<file path="src/rtl/bus_timer_responder.sv">
// Memory-mapped machine timer: 64-bit mtime with prescaler, 64-bit compare,
// sticky pending flag and registered interrupt request.
module bus_timer_responder #(
   parameter logic [31:0] BASE_ADDR = 32'h1000_0000
) (
   input  logic        clk,
   input  logic        rst,
   input  logic        bus_re,
   input  logic [3:0]  bus_we,
   input  logic [31:0] bus_addr,
   input  logic [31:0] bus_wdata,
   output logic [31:0] bus_rdata,
   output logic        timer_irq
);

   logic [63:0] mtime_q, mtime_d;
   logic [63:0] cmp_q, cmp_d;
   logic        en_q, en_d;
   logic        irq_en_q, irq_en_d;
   logic [7:0]  prescale_q, prescale_d;
   logic [7:0]  pcnt_q, pcnt_d;
   logic        pending_q, pending_d;
   logic        irq_q, irq_d;

   logic        hit, wr, match, tick, w1c;
   logic [2:0]  off;
   logic        addr_unused;

   assign addr_unused = ^bus_addr[1:0];

   function automatic logic [31:0] merge_lanes(input logic [31:0] old,
                                               input logic [31:0] wd,
                                               input logic [3:0]  be);
      logic [31:0] r;
      r = old;
      for (int unsigned i = 0; i < 4; i++) begin
         if (be[i]) r[8*i +: 8] = wd[8*i +: 8];
      end
      return r;
   endfunction

   always_comb begin
      hit        = (bus_addr[31:5] == BASE_ADDR[31:5]);
      off        = bus_addr[4:2];
      wr         = hit && (bus_we != 4'b0000);
      match      = (mtime_q >= cmp_q);
      tick       = en_q && (pcnt_q == prescale_q);
      w1c        = 1'b0;

      pcnt_d     = en_q ? (tick ? '0 : pcnt_q + 8'd1) : '0;
      mtime_d    = tick ? mtime_q + 64'd1 : mtime_q;
      cmp_d      = cmp_q;
      en_d       = en_q;
      irq_en_d   = irq_en_q;
      prescale_d = prescale_q;

      // A bus write to either mtime half replaces this cycle's increment.
      if (wr) begin
         case (off)
            3'd0: mtime_d = {mtime_q[63:32], merge_lanes(mtime_q[31:0], bus_wdata, bus_we)};
            3'd1: mtime_d = {merge_lanes(mtime_q[63:32], bus_wdata, bus_we), mtime_q[31:0]};
            3'd2: cmp_d   = {cmp_q[63:32], merge_lanes(cmp_q[31:0], bus_wdata, bus_we)};
            3'd3: cmp_d   = {merge_lanes(cmp_q[63:32], bus_wdata, bus_we), cmp_q[31:0]};
            3'd4: begin
               if (bus_we[0]) begin
                  en_d     = bus_wdata[0];
                  irq_en_d = bus_wdata[1];
               end
               if (bus_we[1]) prescale_d = bus_wdata[15:8];
            end
            3'd5: w1c = bus_we[0] & bus_wdata[0];
            default: ;
         endcase
      end

      pending_d = match | (pending_q & ~w1c);
      irq_d     = pending_d & irq_en_d;
   end

   always_comb begin
      bus_rdata = '0;
      if (bus_re && hit) begin
         case (off)
            3'd0: bus_rdata = mtime_q[31:0];
            3'd1: bus_rdata = mtime_q[63:32];
            3'd2: bus_rdata = cmp_q[31:0];
            3'd3: bus_rdata = cmp_q[63:32];
            3'd4: bus_rdata = {16'h0000, prescale_q, 6'b000000, irq_en_q, en_q};
            3'd5: bus_rdata = {31'h0, pending_q};
            default: bus_rdata = '0;
         endcase
      end
   end

   always_ff @(posedge clk) begin
      if (rst) begin
         mtime_q    <= '0;
         cmp_q      <= '1;
         en_q       <= 1'b0;
         irq_en_q   <= 1'b0;
         prescale_q <= '0;
         pcnt_q     <= '0;
         pending_q  <= 1'b0;
         irq_q      <= 1'b0;
      end else begin
         mtime_q    <= mtime_d;
         cmp_q      <= cmp_d;
         en_q       <= en_d;
         irq_en_q   <= irq_en_d;
         prescale_q <= prescale_d;
         pcnt_q     <= pcnt_d;
         pending_q  <= pending_d;
         irq_q      <= irq_d;
      end
   end

   assign timer_irq = irq_q;

endmodule

</file>
<file path="config.mk">
export PLATFORM = sky130hd
export DESIGN_NAME = bus_timer_responder
export DESIGN_NICKNAME = d
export VERILOG_FILES = /design/src/rtl/bus_timer_responder.sv
export SDC_FILE = /design/constraint.sdc
export NUM_CORES = 1
export LEC_CHECK = 0
export ABC_AREA = 1
export CAP_MARGIN = 40
export CORE_ASPECT_RATIO = 1.2
export CORE_MARGIN = 2
export CORE_UTILIZATION = 54
export DETAILED_ROUTE_END_ITERATION = 6
export PLACE_DENSITY = 0.78
export SYNTH_ARGS = -nofsm -noshare
export SYNTH_HDL_FRONTEND = slang
export SYNTH_SLANG_ARGS = --single-unit
</file>
<file path="constraint.sdc">
create_clock -name clk -period 1.9 [get_ports clk]
set_clock_uncertainty 0.2 [all_clocks]
set_input_delay 0.38 -clock clk [delete_from_list [all_inputs] [get_ports clk]]
set_output_delay 0.38 -clock clk [all_outputs]
set_load 0.05 [all_outputs]
</file>
==> key figures, run 1 <==
GRT
  • GRT Overall Usage: 0.733
  • Vias in the first global route: approximately 22,000
  • Pin count of the biggest net entering global routing: 41
  • GRT overflow: 88
  • First-pass GRT wire length: 134 mm

Run status
  • Status: aborted with a tool error
  • First Err: [ERROR GRT-0116] Global routing finished with congestion. Check the congestion regions in the DRC Viewer.
  • Failing step: global routing (5_1_grt)

Clocking
  • Clock Tree Buf Depth: 2
  • H-tree levels: 4
  • TritonCTS Buffers: 17
  • Clock Sinks: ~150
  • Hold Buf Count CTS: 0
  • Root buf cell: clkbuf_16

Floorplanning
  • Num ports: 104
  • Initial Util: 0.550
  • Die width: 139 um
  • Die height: 167 um
  • Core Rows: 59

Logic synthesis
  • Post-synthesis sequential area ratio: 0.249
  • Top FF cell, synth: dfxtp_1
  • Post-synth EDFFs: 0
  • Adder-Cell Fraction of Synth Area: 0.0694
  • Post-synth top area share: 0.249
  • Synth async-reset ratio: 0
  • Mapped Area: ~12,000 um2
  • Top post-synthesis cells by count: nand2_1, inv_1, nor2_1
  • Area leader, netlist: dfxtp_1
  • Register bit count reported by yosys: approximately 150
  • Synth Area per Inst: between 5 and 6 um2
  • Mapped Nets: 2,120
  • Synth warnings: 0
  • Most common cell in the netlist: nand2_1
  • Synth cell types: between 50 and 60
  • Multiplexer area fraction after synthesis: 0
  • Syn Inst Count: 1,983
  • Synth top area cells: dfxtp_1, nand2_1, inv_1
  • Simple-Gate Fraction of Synth Area: 0.389
  • Compound-Gate Fraction of Synth Area: 0.158
  • Post-Synth XOR/XNOR Area: 0.0177
  • Largest family of logic cells by synthesized area: simple AND/OR/NAND/NOR gates

Placement
  • DP HPWL: ~45 mm
  • GP Congestion: around 1.1
  • Placed Instance Area: between 15,000 and 20,000 um2
  • # port buffers: around 100
-- through the flow --
step           TNS [ns]  hold slack [ns]  setup WS [ns]  std cells
2_1_floorplan     -8.72            0.230         -0.317       1983
3_3_place_gp    -111.88            0.268         -0.884       2747
3_5_place_dp    -121.17            0.275          -1.03       2747
4_1_cts          -23.86            0.293         -0.506       2845
-- cells by family after synthesis --
group / after synthesis
DFF: 148
xor gates and xnor gates: 24
buffers and inverters: 344
and+or+nand+nor: 1098
AOI/OAI and AO/OA: 303
adders and majority gates: 66
-- layer usage --
layer,track usage,overflow
met5,0.0484,0
met4,0.791,44
met3,0.514,1
met2,0.944,42
met1,0.727,1
-- timing repair --
action                                  4_1_cts
endpoints found under the setup margin      174
cloned                                        6
pin swaps                                   140
gates resized for setup                     503
setup buffers                                78
==> run 2, diff against run 1 <==
--- a/config.mk
+++ b/config.mk
@@ -7,11 +7,10 @@
 export LEC_CHECK = 0
 export ABC_AREA = 1
 export CAP_MARGIN = 40
-export CORE_ASPECT_RATIO = 1.2
 export CORE_MARGIN = 2
-export CORE_UTILIZATION = 54
+export CORE_UTILIZATION = 40
 export DETAILED_ROUTE_END_ITERATION = 6
-export PLACE_DENSITY = 0.78
+export PLACE_DENSITY_LB_ADDON = 0.15
 export SYNTH_ARGS = -nofsm -noshare
 export SYNTH_HDL_FRONTEND = slang
 export SYNTH_SLANG_ARGS = --single-unit
==> constraint.sdc (replaced) <==
create_clock -name clk -period 2.47 [get_ports clk]
set_clock_uncertainty 0.2 [all_clocks]
set_input_delay 0.494 -clock clk [delete_from_list [all_inputs] [get_ports clk]]
set_output_delay 0.494 -clock clk [all_outputs]
set_load 0.05 [all_outputs]
==> key figures, run 2 <==
Run status
  • Status: finished, violations left
  • Failing checks: negative setup slack

Finish
  • Area growth syn-to-layout: 49.6%
  • Final nets: approximately 2,500
  • Most common cell after layout, fill and taps aside: nand2_1
  • # fillers: between 2,000 and 3,000
  • Layout Cells excl Fill: around 2,700
  • Ant. Diodes: 0
  • Layout cell share with drive strength beyond 1: 0.240
  • Largest regs: cmp_q x64, mtime_q x64
  • Commonest cells after routing, fill and taps aside: nand2_1, inv_1, nor2_1

Placement
  • Post-placement cell count: 2,647 (-3.6%)
  • # port buffers: 101 (unchanged)
  • GP Congestion: 1.01 (-6.7%)
  • DP HPWL: 44.1 mm (-1.3%)

Critical path
  • Crit path launch: bus_addr[12]
  • CP arrival: roughly 1.9 ns
  • CP required: roughly 1.8 ns
  • Setup CP Type: in2out
  • Critical R2R Capture: mtime_q[51]
  • Crit end category: output pin
  • Reg2reg path depth: 9
  • Reg2reg setup slack: approximately 0.090 ns
  • Critical path capture point: bus_rdata[22]
  • Worst setup SP type: primary input
  • RR Startpoint: mtime_q[21]
  • CP Max Fanout: 17

Pwr
  • Switch Pwr: around 1500 uW
  • Comb pwr share: 0.095
  • Peak supply drop: around 470 uV
  • Seq pwr share: 0.391
  • Power per cell area: 343 nW/um2
  • P_int: approximately 4600 uW
  • Pleak: ~0.0085 uW
  • Sw frac: 0.242
  • Clock Power Share: 0.513

STA
  • Final hold vios: 0
  • Relative slew slack: 0.672
  • Final setup violation count: 32
  • Final Worst Setup Slack: -0.164 ns
  • Max Slew Vio Count: 0
  • Minimum clock period: roughly 2.6 ns
  • Setup_tns: -2.64 ns
  • Tcrit/Tclk final: 1.07
  • FMAX: approximately 380 MHz
  • Unrepaired setup endpoints after global routing: true
  • Worst-margin pin slew: just under 0.5 ns

Floorplanning
  • Core Rows: 63 (+6.8%)
  • Initial Util: 0.403 (-0.146)
  • Die width: 176 um (+26%)
  • Num ports: 104 (unchanged)
  • Total Die Area: 31,100 um2
  • Area of the core: ~29,000 um2
  • Die height: 176 um (+5.9%)

Clocking
  • Clock Sinks: 148 (unchanged)
  • H-tree levels: 4 (unchanged)
  • TritonCTS Buffers: 17 (unchanged)
  • Root buf cell: clkbuf_16
  • Clk_lat worst skew: roughly 0.47 ns
  • Clock transition at path regs: roughly 0.06 ns
  • Clock Tree Buf Depth: 2 (unchanged)
  • TritonCTS clock tree: done

Logic synthesis
  • Syn Inst Count: 1,983 (unchanged)
  • Most common cell in the netlist: nand2_1
  • Post-synth top area share: 0.249 (unchanged)
  • Post-synth EDFFs: 0 (unchanged)
  • Top post-synthesis cells by count: nand2_1, inv_1, nor2_1
  • Synth warnings: 0 (unchanged)
  • Synth Area per Inst: 6.00 um2 (unchanged)
  • Area leader, netlist: dfxtp_1
  • Mapped Area: 11,900 um2 (unchanged)
  • Top FF cell, synth: dfxtp_1
  • Register bit count reported by yosys: 148 (unchanged)
  • Mapped Nets: 2,120 (unchanged)
  • Synth async-reset ratio: 0 (unchanged)
  • Synth top area cells: dfxtp_1, nand2_1, inv_1
  • Post-synthesis sequential area ratio: 0.249 (unchanged)
  • Synth cell types: 52 (unchanged)

GRT
  • Vias in the first global route: roughly 14,000
  • Initial antenna violation count: 0
  • GRT overflow: 0
  • First-pass GRT wire length: between 80 and 90 mm
  • Pin count of the biggest net entering global routing: 42
  • GRT Overall Usage: 0.371

Routing
  • Drt first pass iters: 6
  • DRC viols: 0
  • Via Count: 15,000
  • Total wire length: about 58 mm
  • Vias per cell: between 5 and 6
  • First DRT Iteration DRCs: ~1,700
  • Detail Route Antenna Nets: 0
  • DR WL/cell: 21.3 um

Min path
  • Worst min path class: reg2reg

Run
  • MaxCap Viol Count: 0
==> run 2: cell counts after synthesis <==
No cell type changed its count.
==> run 2: power groups by stage <==
| stage | Combinational, uW | Clock [uW] | Sequential [uW] |
|---|---|---|---|
| 6_report | 582 | 3130 | 2390 |
| 5_1_grt | 610 | 3240 | 2380 |
| 4_1_cts | 566 | 3150 | 2390 |
| 3_5_place_dp | 471 | 0 | 2440 |
| 3_3_place_gp | 469 | 0 | 2440 |
| 2_1_floorplan | 177 | 0 | 2440 |
==> run 2: worst max-delay path, stage by stage <==
cell	delay, ns
buf_2	0.10
inv_1	0.07
nand4_1	0.10
nor2_1	0.13
nand2_2	0.10
nor2_8	0.14
nand3_4	0.13
buf_12	0.21
a41oi_4	0.25
buf_12	0.17
==> run 2: cell families after synthesis <==
kind of cell	after synthesis	share of synthesized area
XOR/XNOR	24	0.0177
AND/OR/NAND/NOR	1098	0.389
AO/OA/AOI/OAI	303	0.158
adder cells (fa/ha/maj)	66	0.0694
buffers and inverters	344	0.117
flip-flops	148	0.249
==> run 2: routing by layer <==
| layer | track usage | vias to the layer above | wire length (um) |
|---|---|---|---|
| met1 | 0.491 | 7021 | 25100 |
| met5 | 0 | - | 0 |
| met2 | 0.598 | 696 | 26000 |
| li1 | - | 7157 | - |
| met4 | 0.140 | 0 | 2340 |
| met3 | 0.0728 | 134 | 4710 |
==> run 2: how the worst min path moves through the flow <==
| stage | start | endpoint | slack [ns] | depth (start not counted) |
|---|---|---|---|---|
| final | pcnt_q[0] | pcnt_q[0] | 0.27 | 1 |
| after global routing | pcnt_q[0] | pcnt_q[0] | 0.29 | 1 |
| after CTS | pcnt_q[0] | pcnt_q[0] | 0.27 | 1 |
| after detailed placement | pcnt_q[0] | pcnt_q[0] | 0.26 | 1 |
| after global placement | pcnt_q[0] | pcnt_q[0] | 0.25 | 1 |
| after floorplan | pcnt_q[0] | pcnt_q[0] | 0.23 | 1 |
==> run 2: final cells by class <==
class | instances | area [um2] | area share
clock buffer | 20 | 467 | 0.0262
inverter | 285 | 1100 | 0.0617
tap | 390 | 488 | 0.0274
sequential | 148 | 2970 | 0.167
multi-input combinational | 1492 | 8500 | 0.478
clock inverter | 12 | 224 | 0.0126
timing repair buffer | 385 | 4050 | 0.228
==> run 2: stage by stage <==
step	instance area (um2)	total power, uW	utilization	hold WS, ns	setup slack, ns
2_1_floorplan	12400	2620	-	0.230	-0.00112
3_3_place_gp	15900	2910	0.538	0.248	-0.581
3_5_place_dp	15900	2910	0.538	0.257	-0.560
4_1_cts	17300	6100	0.587	0.271	-0.121
5_1_grt	17800	6230	0.604	0.290	-0.212
6_report	17800	6100	0.604	0.266	-0.164
==> run 2: what timing repair did <==
item | 4_1_cts | 5_1_grt
buffers inserted | 49 | 18
resized for setup | 191 | 100
hold buffers | 0 | 0
pin swaps | 22 | 24
cloned | 7 | 7
endpoints found under the setup margin | 40 | 105
Note: power is estimated with default switching activity, not from simulation.
